$ cat src/rtl/riscv_pkg.sv
// Shared fetch-path types: PC-select codes, fetch FSM states and queue entry.
// Optional perf counters in fetch_sequencer are enabled by FETCH_PERF_CNT_EN.
package riscv_pkg;

    localparam logic [1:0] PCSIG_SEQ  = 2'b00;
    localparam logic [1:0] PCSIG_BR   = 2'b01;
    localparam logic [1:0] PCSIG_JALR = 2'b10;
    localparam logic [1:0] PCSIG_RST  = 2'b11;

    localparam logic [31:0] RESET_VECTOR_DEF = 32'h0000_0000;

    typedef enum logic [1:0] {
        FETCH = 2'd0,
        WAIT  = 2'd1,
        HALT  = 2'd2
    } fetch_state_e;

    typedef struct packed {
        logic [31:0] inst;
        logic [31:0] pc;
    } fq_entry_t;

    function automatic logic [31:0] word_align(input logic [31:0] a);
        return {a[31:2], 2'b00};
    endfunction

    function automatic logic [31:0] sat_add(input logic [31:0] a,
                                            input logic [31:0] b);
        logic [32:0] s;
        s = {1'b0, a} + {1'b0, b};
        return s[32] ? 32'hFFFF_FFFF : s[31:0];
    endfunction

endpackage

$ cat src/rtl/fetch_queue.sv
// Small synchronous FIFO of {inst, pc} between fetch and decode.
// Flush clears all entries; head is shown combinationally, zero when empty.
module fetch_queue
    import riscv_pkg::*;
#(
    parameter int QDEPTH = 2,
    parameter int CW     = $clog2(QDEPTH) + 1
) (
    input  logic          clk,
    input  logic          rst,
    input  logic          flush,
    input  logic          push,
    input  logic [31:0]   push_inst,
    input  logic [31:0]   push_pc,
    input  logic          pop,
    output logic [31:0]   head_inst,
    output logic [31:0]   head_pc,
    output logic          empty,
    output logic          full,
    output logic [CW-1:0] count
);
    localparam int PW = $clog2(QDEPTH);

    fq_entry_t     mem_q [QDEPTH];
    fq_entry_t     mem_d [QDEPTH];
    logic [PW-1:0] wr_q, wr_d, rd_q, rd_d;
    logic [CW-1:0] cnt_q, cnt_d;
    logic          push_ok, pop_ok;

    assign empty     = (cnt_q == '0);
    assign full      = (cnt_q == CW'(QDEPTH));
    assign count     = cnt_q;
    assign head_inst = empty ? 32'd0 : mem_q[rd_q].inst;
    assign head_pc   = empty ? 32'd0 : mem_q[rd_q].pc;

    always_comb begin
        mem_d   = mem_q;
        wr_d    = wr_q;
        rd_d    = rd_q;
        cnt_d   = cnt_q;
        pop_ok  = pop && !empty;
        push_ok = push && !full;
        if (flush) begin
            wr_d  = '0;
            rd_d  = '0;
            cnt_d = '0;
        end else begin
            if (push_ok) begin
                mem_d[wr_q] = '{inst: push_inst, pc: push_pc};
                wr_d        = wr_q + PW'(1);
            end
            if (pop_ok) begin
                rd_d = rd_q + PW'(1);
            end
            cnt_d = cnt_q + CW'(push_ok) - CW'(pop_ok);
        end
    end

    always_ff @(posedge clk or posedge rst) begin
        if (rst) begin
            for (int i = 0; i < QDEPTH; i++) begin
                mem_q[i] <= '0;
            end
            wr_q  <= '0;
            rd_q  <= '0;
            cnt_q <= '0;
        end else begin
            mem_q <= mem_d;
            wr_q  <= wr_d;
            rd_q  <= rd_d;
            cnt_q <= cnt_d;
        end
    end

endmodule

$ cat src/rtl/fetch_sequencer.sv
// Instruction fetch front end: PC select, single-outstanding imem requests,
// epoch-based stale-response drop, halt. FETCH_PERF_CNT_EN adds perf counters.
module fetch_sequencer
    import riscv_pkg::*;
#(
    parameter logic [31:0] RESET_VECTOR = RESET_VECTOR_DEF,
    parameter int          QDEPTH       = 2
) (
    input  logic        clk,
    input  logic        rst,
    output logic        imem_req,
    output logic [31:0] imem_addr,
    input  logic        imem_gnt,
    input  logic        imem_rvalid,
    input  logic [31:0] imem_rdata,
    output logic        if_valid,
    output logic [31:0] if_inst,
    output logic [31:0] if_pc,
    input  logic        id_ready,
    input  logic        ex_redirect,
    input  logic [1:0]  ex_pc_sig,
    input  logic        ex_branch_taken,
    input  logic [31:0] ex_target,
    input  logic [31:0] ex_jalr_target,
    input  logic        ex_pc_enable,
    input  logic        ex_pc_rst,
    output logic        halted
`ifdef FETCH_PERF_CNT_EN
    ,
    output logic [31:0] perf_fetched,
    output logic [31:0] perf_flushed
`endif
);
    localparam int CW = $clog2(QDEPTH) + 1;

    fetch_state_e  state_q, state_d;
    logic [31:0]   pc_q, pc_d, req_pc_q, req_pc_d;
    logic          req_q, req_d;
    logic          epoch_q, epoch_d, req_epoch_q, req_epoch_d;
    logic          granted, rsp, in_flight;
    logic          q_push, q_pop, q_empty, q_full;
    logic [CW-1:0] q_count, cnt_nxt;

    always_comb begin
        granted     = req_q && imem_gnt;
        rsp         = (state_q == WAIT) && imem_rvalid;
        in_flight   = ((state_q == WAIT) && !imem_rvalid) || granted;
        q_push      = rsp && !ex_redirect && (req_epoch_q == epoch_q) && !q_full;
        q_pop       = !q_empty && id_ready && !ex_redirect;
        state_d     = state_q;
        pc_d        = pc_q;
        epoch_d     = epoch_q;
        req_pc_d    = req_pc_q;
        req_epoch_d = req_epoch_q;
        if (granted) begin
            req_pc_d    = pc_q;
            req_epoch_d = epoch_q;
            pc_d        = pc_q + 32'd4;
            state_d     = WAIT;
        end
        if (rsp) begin
            state_d = FETCH;
        end
        if (ex_redirect) begin
            // A live request keeps WAIT so its response drains under the old epoch
            epoch_d = in_flight ? ~epoch_q : epoch_q;
            state_d = in_flight ? WAIT : FETCH;
            if (ex_pc_rst) begin
                pc_d = RESET_VECTOR;
            end else if (state_q == HALT || !ex_pc_enable) begin
                pc_d    = pc_q;
                state_d = HALT;
            end else if (ex_pc_sig == PCSIG_JALR) begin
                pc_d = word_align({ex_jalr_target[31:1], 1'b0});
            end else if (ex_pc_sig == PCSIG_BR && ex_branch_taken) begin
                pc_d = word_align(ex_target);
            end else begin
                pc_d = pc_q;
            end
        end
        cnt_nxt = ex_redirect ? '0 : q_count + CW'(q_push) - CW'(q_pop);
        req_d   = (state_d == FETCH) && (cnt_nxt < CW'(QDEPTH));
    end

    always_ff @(posedge clk or posedge rst) begin
        if (rst) begin
            state_q     <= FETCH;
            pc_q        <= RESET_VECTOR;
            req_q       <= 1'b0;
            epoch_q     <= 1'b0;
            req_pc_q    <= '0;
            req_epoch_q <= 1'b0;
        end else begin
            state_q     <= state_d;
            pc_q        <= pc_d;
            req_q       <= req_d;
            epoch_q     <= epoch_d;
            req_pc_q    <= req_pc_d;
            req_epoch_q <= req_epoch_d;
        end
    end

    fetch_queue #(.QDEPTH(QDEPTH), .CW(CW)) u_queue (
        .clk       (clk),
        .rst       (rst),
        .flush     (ex_redirect),
        .push      (q_push),
        .push_inst (imem_rdata),
        .push_pc   (req_pc_q),
        .pop       (q_pop),
        .head_inst (if_inst),
        .head_pc   (if_pc),
        .empty     (q_empty),
        .full      (q_full),
        .count     (q_count)
    );

    assign imem_req  = req_q;
    assign imem_addr = pc_q;
    assign if_valid  = !q_empty;
    assign halted    = (state_q == HALT);

`ifdef FETCH_PERF_CNT_EN
    logic [31:0] perf_fetched_q, perf_fetched_d;
    logic [31:0] perf_flushed_q, perf_flushed_d;
    logic        stale_drop;

    always_comb begin
        stale_drop     = rsp && !q_push;
        perf_fetched_d = sat_add(perf_fetched_q, 32'(q_push));
        perf_flushed_d = sat_add(perf_flushed_q,
                                 (ex_redirect ? 32'(q_count) : 32'd0) + 32'(stale_drop));
    end

    always_ff @(posedge clk or posedge rst) begin
        if (rst) begin
            perf_fetched_q <= '0;
            perf_flushed_q <= '0;
        end else begin
            perf_fetched_q <= perf_fetched_d;
            perf_flushed_q <= perf_flushed_d;
        end
    end

    assign perf_fetched = perf_fetched_q;
    assign perf_flushed = perf_flushed_q;
`endif

endmodule

$ cat config.mk
export PLATFORM = sky130hd
export DESIGN_NAME = fetch_sequencer
export DESIGN_NICKNAME = d
export VERILOG_FILES = /design/src/rtl/riscv_pkg.sv /design/src/rtl/fetch_queue.sv /design/src/rtl/fetch_sequencer.sv
export SDC_FILE = /design/constraint.sdc
export NUM_CORES = 1
export LEC_CHECK = 0
export BUFFER_PORTS_ARGS = -buffer_cell sky130_fd_sc_hd__buf_4
export CORE_UTILIZATION = 50
export DETAILED_ROUTE_END_ITERATION = 10
export GPL_TIMING_DRIVEN = 0
export PLACE_DENSITY_LB_ADDON = 0.1
export SLEW_MARGIN = 20
export SYNTH_ARGS = -nofsm -noshare
export SYNTH_HDL_FRONTEND = slang
export SYNTH_SLANG_ARGS = --single-unit
$ cat constraint.sdc
create_clock -name clk -period 5.6 [get_ports clk]
set_input_delay 0.56 -clock clk [delete_from_list [all_inputs] [get_ports clk]]
set_output_delay 0.56 -clock clk [all_outputs]
set_load 0.02 [all_outputs]
* Word-level counts from Yosys, hierarchy flattened
Cells that the tools add are included. Widths: inputs -> output; s select.
Storage, ports and cells: flip-flop bits (word level) 201, bits in latches 0, bits in writable memories 0, memory bits (read-only) 0, bits of input ports 107, output and inout bits 99, word-level logic and storage cells 90, memories kept 0
Cells by class: $add $sub $neg 7, multiply operators 0, divide/modulo/power cells 0, order comparisons 4, equal/unequal tests 8, shifts and indexed selects 0, multiplexer cells 26, bitwise operators 4, reductions and logical operators 28
Operators by type and width (count):
- $mux 32 | 8
- $mux 64 | 4
- $bwmux 128 | 1
- $demux 64 s1 | 1
- $add 32x3->32 const B | 1
- $mux 2 | 7
- $logic_and 1x1->1 | 13
- $eq 2x2->1 const B | 3
- $reduce_bool 2->1 | 3
- $logic_not 1->1 | 5
- $mux 1 | 5
- $add 2x1->2 | 2
- $eq 2x1->1 const B | 2
- $ge 2x2->1 const B | 2
- $logic_not 2->1 | 2
- $ne 4x1->1 const B | 1
- $not 1->2 | 2
- $reduce_and 2->1 | 2
- $sub 2x1->2 | 2
- $ne 3x3->1 const B | 1
- $reduce_and 3->1 | 1
- $add 1x1->1 const B | 2
- $logic_or 1x1->1 | 2
- $lt 2x1->1 const B | 1
- 3 further kinds | 4

* Depth between registers and ports, before layout
Gate-level depths: netlist of the first run.
word-level depth 10, mapped depth 9, gate-level depth less buffers 9

* Modules after synthesis
From an unflattened synthesis of the first run, not the netlist that was laid out.
Second synthesis, totals: cells, all modules 904, area, all modules 9765.6 µm²
Modules (own cells, without submodules):
- fetch_queue | instances 1, cells an instance 438, area an instance 5940.7 µm²
- fetch_sequencer | instances 1, cells an instance 466, area an instance 3824.9 µm²

* Least setup slack after synthesis of the first run
OpenSTA, ideal clock, no wires.
path kind input-to-reg, start input port ex_redirect, end register u_queue.cnt_q[0] (netlist: u_queue.count[0]), data arrival time 1.970 ns, required time 5.468 ns, path slack 3.498 ns, stages 8, buffers on the path 3, cell sequence buf_6 > clkbuf_1 > buf_1 > nor2_1 > ha_1 > inv_1 > ha_1 > nor2b_1
On the way: word-level cells in the longest chain between the ends 8, elaborated cells on any way between the ends 10, classes of those cells add/sub: 2; mux: 1; reduce/logical: 7
Ends and longest elaborated chain:
- from (decl) | line fetch_sequencer.sv:20 | input logic ex_redirect,
- $logic_not 1->1 | line fetch_sequencer.sv:48, fetch_sequencer.sv:49
- $logic_and 1x1->1 (3 in series) | line fetch_sequencer.sv:48 | q_push = rsp && !ex_redirect && (req_epoch_q == epoch_q) && !q_full;
- $logic_and 1x1->1 | line fetch_queue.sv:42 | push_ok = push && !full;
- $add 2x1->2 | line fetch_queue.sv:55 | cnt_d = cnt_q + CW'(push_ok) - CW'(pop_ok);
- $sub 2x1->2 | line fetch_queue.sv:55
- $mux 2 (*) | line fetch_queue.sv:43 | if (flush) begin
- named net u_queue.cnt_d[0] | line fetch_queue.sv:27 | logic [CW-1:0] cnt_q, cnt_d;
- to (signal assigned) | line fetch_queue.sv:71 | cnt_q <= cnt_d;
- to (decl) | line fetch_queue.sv:27
Mark *: on every way through the listed nets, which the timed path passes. The rest lies on a longest branch. A chain may end at the register's enable or synchronous reset.

* Worst setup path in the final report of the first run
start register u_queue.cnt_q[1] (netlist: u_queue.count[1]), end output port if_inst[2]
On the way: word-level cells in the longest chain between the ends 2
Ends and longest elaborated chain:
- $logic_not 2->1 | line fetch_queue.sv:30 | assign empty = (cnt_q == '0);
- $mux 32 | line fetch_queue.sv:33 | assign head_inst = empty ? 32'd0 : mem_q[rd_q].inst;
- to (decl) | line fetch_sequencer.sv:17 | output logic [31:0] if_inst,
No other way between the ends.

==> qor.yml, run 1 <==
run_status:
  status: "complete, no violations"
sta:
  setup_tns_ns: 0
  fin_crit_sh: 0.550
  drv_slew: 0
  whs_ns: 0.145
  finClkSkew_ns: 0.0114
  hold_violations: 0
  worst_pin_slew_ns: 1.04
  max_freq_mhz: 325
  period_needed_ns: 3.08
  rsz0062_at_grt: "no"
  max_slew_margin: 0.301
  setup_viol: 0
floorplanning:
  die_h_um: 139
  dieArea_um2: 19400
  die_width_um: 139
  ios: 206
  row_count: 49
  start_util: 0.519
  core-area_um2: 18200
global_routing:
  grt_pass1_vias: 7491
  grt_max_degree: 33
  antenna_found_initial: 0
  grt_pass1_wl_mm: 39.6
  gr-usage-all-layers: 0.261
  overflow: 0
critical_path:
  r2r-end: "u_queue.count[1]$_DFF_PP0_"
  path_common_cell: "nor2_1"
  cp_num_buf_inv: 2
  critPathTopFamily: "simple AND/OR/NAND/NOR gates"
  crit_required_ns: 5.04
  crit_path_end_kind: "output pin"
  cp_slowest_cell: "nor2_1"
  critPathArrivalTime_ns: 2.52
  r2r_cells: 9
  r2r_start: "u_queue.count[1]$_DFF_PP0_"
  crit_type: "reg -> out"
  max_stage_delay_ns: 0.81
  startpoint_type: "flop"
  cp.depth: 4
  r2r_setup_slack_ns: 3.03
  path_max_fanout: 10
  path_cells: "nor2_1 > clkbuf_1 > nor2_1 > buf_4"
route:
  vias_per_cell: 5.54
  drtPass1Iterations: 5
  totalWireLength_mm: 24.5
  dr.first_iter.drc_count: 430
  vias: 7487
  postRouteAntennaNets: 0
  drc_errors: 0
  post_drt_wl_per_cell_um: 18.1
clocking:
  clock_latency_ns: 0.43
  htreeDepth: 4
  cts-resized-gates: 0
  cts_tree: "done"
  postCtsHoldBufs: 0
  cts_root_buf: "clkbuf_16"
  clk_pin_slew_ns: 0.07
  ctsLongestPathBuffers: 2
  cts_buffers: 17
  cts_setup_buffers: 0
  clkSinkCount: 193
power:
  p_leak_nw: 5.67
  power_frac_seq: 0.463
  internal_power_mw: 3.03
  switching_share: 0.338
  p_clk_frac: 0.249
  power.density_nw_per_um2: 384
  power.share.combinational: 0.289
  vdd_ir_drop_max_mv: 0.259
  switching_power_mw: 1.55
placed_design:
  port_buffers: 197
  place_area_um2: 11300
  gp_congestion: 0.874
  dp_hpwl_mm: 18.0
layout:
  nNetsFinal: 1222
  drive_gt1_frac: 0.348
  final_util: 0.653
  postLayoutCellArea_um2: 11900
  num_antenna_cells: 0
  area_growth_pct: 26.0
logic_synthesis:
  syn_area_um2: 9440
  ys_seq_area_frac: 0.512
  synth_top_area_frac: 0.512
  synthFlopType: "dfrtp_1"
  postSynth.asyncResetShare: 1.00
  synth-seq-cells: 193
  yosys.area.top_type: "dfrtp_1"
  synth_cells: 886
  yosysUniqueCellTypes: 58
  synth-edff-count: 0
  synth_area_leaders: "dfrtp_1 (51%), mux2_2 (14%), mux2i_1 (7.5%), nand2_1 (5.6%), nor2_1 (3.5%)"
  syn_area_per_cell_um2: 10.7
  yosys_warnings: 0
job:
  drv_cap: 0
hold_path:
  hold_path.class: "in -> async"
stage by stage:
step           total power [mW]  instances  worst slack (ns)
2_1_floorplan              2.94        889              2.55
3_3_place_gp               3.41       1315              1.32
3_5_place_dp               3.47       1321              2.84
4_1_cts                    4.60       1352              2.46
5_1_grt                    4.83       1352              2.37
6_report                   4.57       1352              2.52
layer usage:
metal / GRT usage / vias up / wire length, µm / share of wire
met5: 0 / - / 0 / 0
met4: 0.0977 / 0 / 697 / 0.028
met3: 0.0582 / 46 / 1520 / 0.062
met2: 0.417 / 282 / 11500 / 0.47
met1: 0.348 / 3632 / 10800 / 0.44
li1: - / 3527 / - / -
how the worst max path moves through the flow:
stage / from / end
after CTS: u_queue.count[1]$_DFF_PP0_ / if_inst[2]
after global routing: u_queue.rd_q$_DFFE_PP0P_ / if_pc[4]
after detailed placement: ex_redirect / u_queue.count[0]$_DFF_PP0_
final: u_queue.count[1]$_DFF_PP0_ / if_inst[2]
after global placement: rst / u_queue.mem_q[74]$_DFFE_PP0P_
after floorplan: rst / epoch_q$_DFFE_PP0P_
Yosys cell counts, drive strengths merged, types with 4 or more instances:
master,count
a21oi,45
a22o,4
a31oi,10
a41oi,6
and3,5
buf,24
clkbuf,35
dfrtp,193
ha,4
inv,12
mux2,124
mux2i,71
nand2,142
nand3,9
nand4,7
nor2,88
nor3,6
nor4,6
o21ai,50
o22ai,4
o32a,5
xnor2,4
xor2,4
cell families (layout without fill, tap and decap cells):
kind of cell / after synthesis / in the layout / share of synthesized area
other: 1 / 4 / 0.000397
multiplexers: 195 / 195 / 0.223
AO/OA/AOI/OAI: 137 / 137 / 0.0879
XOR/XNOR: 8 / 8 / 0.00742
AND/OR/NAND/NOR: 277 / 277 / 0.129
buffers and inverters: 71 / 305 / 0.0358
adder cells (fa/ha/maj): 4 / 4 / 0.00530
flip-flops: 193 / 193 / 0.512
power groups by stage:
stage                     registers (mW)  clock network (mW)  logic (mW)
after floorplan                     2.11                   0       0.834
after global placement              2.12                   0        1.29
after detailed placement            2.14                   0        1.33
after CTS                           2.11                1.16        1.33
after global routing                2.17                1.21        1.45
final                               2.12                1.14        1.32
area by class of cell:
class                      count  area (µm²)
fill                        1499        6310
sequential                   193        4830
multi-input combinational    625        4290
timing repair buffer         203        1600
clock buffer                  18         439
buffer                        59         293
tap                          229         287
clock inverter                13         106
inverter                      12        48.8
state kept, by name, summed over array words and instances, names as in the netlist:
signal,count
u_queue.mem_q,124
req_pc_q,30
u_queue.count,2
imem_req,1
state_q,2
u_queue.rd_q,1
epoch_q,1
imem_addr,30
req_epoch_q,1
u_queue.wr_q,1
placed cells by master, fill, tap and decap left out, types with 5 or more instances in the layout:
master     instances
nor3_1             6
a41oi_1            5
a21oi_1           45
o21ai_0           50
a31oi_1           10
inv_1             11
clkbuf_1          34
nand3_1            7
clkbuf_16         17
buf_2             13
buf_12             6
nand4_1            5
o32a_1             5
nand2_1          142
mux2i_1           71
dfrtp_1          193
mux2_2           120
nor2_1            87
buf_4            203
and3_1             5
worst register-to-register path: cells and delay by family (launching register included):
kind,cells,cell delay (ns)
XOR/XNOR,1,0.17
flip-flops,1,0.44
AND/OR/NAND/NOR,4,1.13
adder cells (fa/ha/maj),2,0.50
buffers and inverters,2,0.19
No activity file was read; power rests on OpenSTA's default activity.
==> run 2, diff against run 1 <==
==> constraint.sdc (replaced) <==
create_clock -name clk -period 2.5 [get_ports clk]
set_input_delay 0.25 -clock clk [delete_from_list [all_inputs] [get_ports clk]]
set_output_delay 0.25 -clock clk [all_outputs]
set_load 0.02 [all_outputs]
==> run 2 against run 1 <==
Non-clock buffer count unchanged. Wire length about the same. Critical path depth increased by 2. Clock power grew 120%. Global-route usage hardly changed. Via count about the same. Critical path type is now reg -> reg.
==> qor.yml, run 2 (synthesized netlist as in run 1, its figures left out) <==
run_status:
  status: "complete, no violations"
hold_path:
  whs_path_depth: 2
  hold_path.class: "in -> reg"
placed_design:
  dp_hpwl_mm: 18.0
  place_area_um2: 11300
  port_buffers: 197
  gp_congestion: 0.874
clocking:
  cts_setup_buffers: 0
  clock_latency_ns: 0.43
  ctsLongestPathBuffers: 2
  clk_pin_slew_ns: 0.07
  cts_buffers: 17
  cts_root_buf: "clkbuf_16"
  cts_tree: "done"
  htreeDepth: 4
  clkSinkCount: 193
power:
  internal_power_mw: 6.78
  power.density_nw_per_um2: 859
  switching_power_mw: 3.46
  p_clk_frac: 0.248
  vdd_ir_drop_max_mv: 0.577
  p_leak_nw: 5.71
  power_frac_seq: 0.464
  power.share.combinational: 0.288
  switching_share: 0.338
critical_path:
  path_max_fanout: 8
  cp-endpoint: "imem_addr[18]$_DFFE_PP0P_"
  critPathArrivalTime_ns: 2.80
  r2r_start: "imem_addr[2]$_DFFE_PP0P_"
  r2r_cells: 6
  startpoint_type: "flop"
  crit_required_ns: 2.87
  crit_type: "reg -> reg"
  r2r-end: "imem_addr[18]$_DFFE_PP0P_"
  crit_path_end_kind: "flop"
  setup.worst_path.start: "imem_addr[2]$_DFFE_PP0P_"
  r2r_setup_slack_ns: 0.06
global_routing:
  antenna_found_initial: 0
  grt_max_degree: 33
  grt_pass1_vias: 7499
  overflow: 0
  met3_usage: 0.0588
  met2_usage: 0.418
  use_met1: 0.348
  grt_pass1_wl_mm: 39.6
  top_usage_layer: "met2"
  gr-usage-all-layers: 0.261
sta:
  setup_viol: 0
  worst_pin_slew_ns: 0.830
  max_freq_mhz: 411
  max_slew_margin: 0.442
  finClkSkew_ns: 0.0105
  hold_violations: 0
  rsz0062_at_grt: "no"
  setup_tns_ns: 0
  fin_crit_sh: 0.974
  period_needed_ns: 2.44
  drv_slew: 0
layout:
  top_register: "u_queue.mem_q"
  num_antenna_cells: 0
  area_growth_pct: 26.3
  postLayoutCellArea_um2: 11900
  final_util: 0.655
  largest_register_ffs: 124
  nNetsFinal: 1222
  final_common_cell: "buf_4"
  mostFrequentLayoutCells: "buf_4 (203), dfrtp_1 (193), nand2_1 (142)"
  drive_gt1_frac: 0.354
route:
  post_drt_wl_per_cell_um: 18.1
  totalWireLength_mm: 24.5
  vias: 7484
  postRouteAntennaNets: 0
  drc_errors: 0
  drtPass1Iterations: 5
  vias_per_cell: 5.54
  dr.first_iter.drc_count: 438
floorplanning:
  core-area_um2: 18200
  row_count: 49
  die_width_um: 139
  die_h_um: 139
  dieArea_um2: 19400
  ios: 206
  start_util: 0.519
job:
  drv_cap: 0
==> run 2: cell types whose count changed in the layout (fill, tap and decap cells not counted) <==
cell | previous run | this run
clkbuf_1 | 34 | 27
clkbuf_2 | 0 | 6
dlygate4sd3_1 | 0 | 1
nor2_1 | 87 | 86
nor2_4 | 0 | 1
nor4_2 | 2 | 1
nor4_4 | 1 | 2
==> run 2: layer usage <==
metal  vias up  routed length [µm]
met5         -                   0
met4         0                 637
met3        36                1470
met2       279               11500
met1      3633               10900
li1       3536                   -
==> run 2: what timing repair did <==
item | in CTS | in global routing
endpoints found under the hold margin | 17 | 0
gates resized for setup | 9 | 1
setup endpoints to repair | 67 | 7
hold buffers | 1 | 0
==> run 2: how the worst min path moves through the flow <==
stage,from,endpoint,slack (ns)
finish,imem_rdata[23],u_queue.mem_q[119]$_DFFE_PP0P_,0.05
floorplan,imem_rdata[23],u_queue.mem_q[119]$_DFFE_PP0P_,0.38
global placement,u_queue.mem_q[87]$_DFFE_PP0P_,u_queue.mem_q[87]$_DFFE_PP0P_,0.47
CTS,imem_rdata[21],u_queue.mem_q[117]$_DFFE_PP0P_,0.04
detailed placement,rst,u_queue.mem_q[33]$_DFFE_PP0P_,0.30
global route,imem_rdata[9],u_queue.mem_q[41]$_DFFE_PP0P_,0.04
==> run 2: power by group through the flow <==
stage | Clock [mW] | Combinational [mW] | Sequential [mW]
6_report | 2.54 | 2.95 | 4.75
2_1_floorplan | 0 | 1.87 | 4.73
3_5_place_dp | 0 | 2.97 | 4.79
4_1_cts | 2.59 | 2.98 | 4.74
3_3_place_gp | 0 | 2.88 | 4.76
5_1_grt | 2.72 | 3.24 | 4.87
==> run 2: final cells by class <==
cell class | count | area [µm²]
Fill cell | 1490 | 6280
Clock buffer | 18 | 439
Timing Repair Buffer | 204 | 1610
Tap cell | 229 | 287
Buffer | 58 | 297
Sequential cell | 193 | 4830
Clock inverter | 13 | 106
Inverter | 12 | 48.8
Multi-Input combinational cell | 625 | 4310
==> run 2: through the flow <==
stage,cells,total power [mW],hold WS [ns],setup WS [ns]
2_1_floorplan,889,6.60,0.385,-0.240
3_3_place_gp,1315,7.64,0.467,-1.47
3_5_place_dp,1321,7.77,0.296,-0.0728
4_1_cts,1352,10.3,0.0428,0.0626
5_1_grt,1352,10.8,0.0423,0.0118
6_report,1352,10.2,0.0531,0.0648
==> run 2: critical path, cell delays in order, from the launching register on <==
cell and delay [ns]:
dfrtp_1 0.58, ha_1 0.26, nand3_1 0.30, nor4_2 0.78, nand2_1 0.11, o22ai_1 0.18, a22o_1 0.16
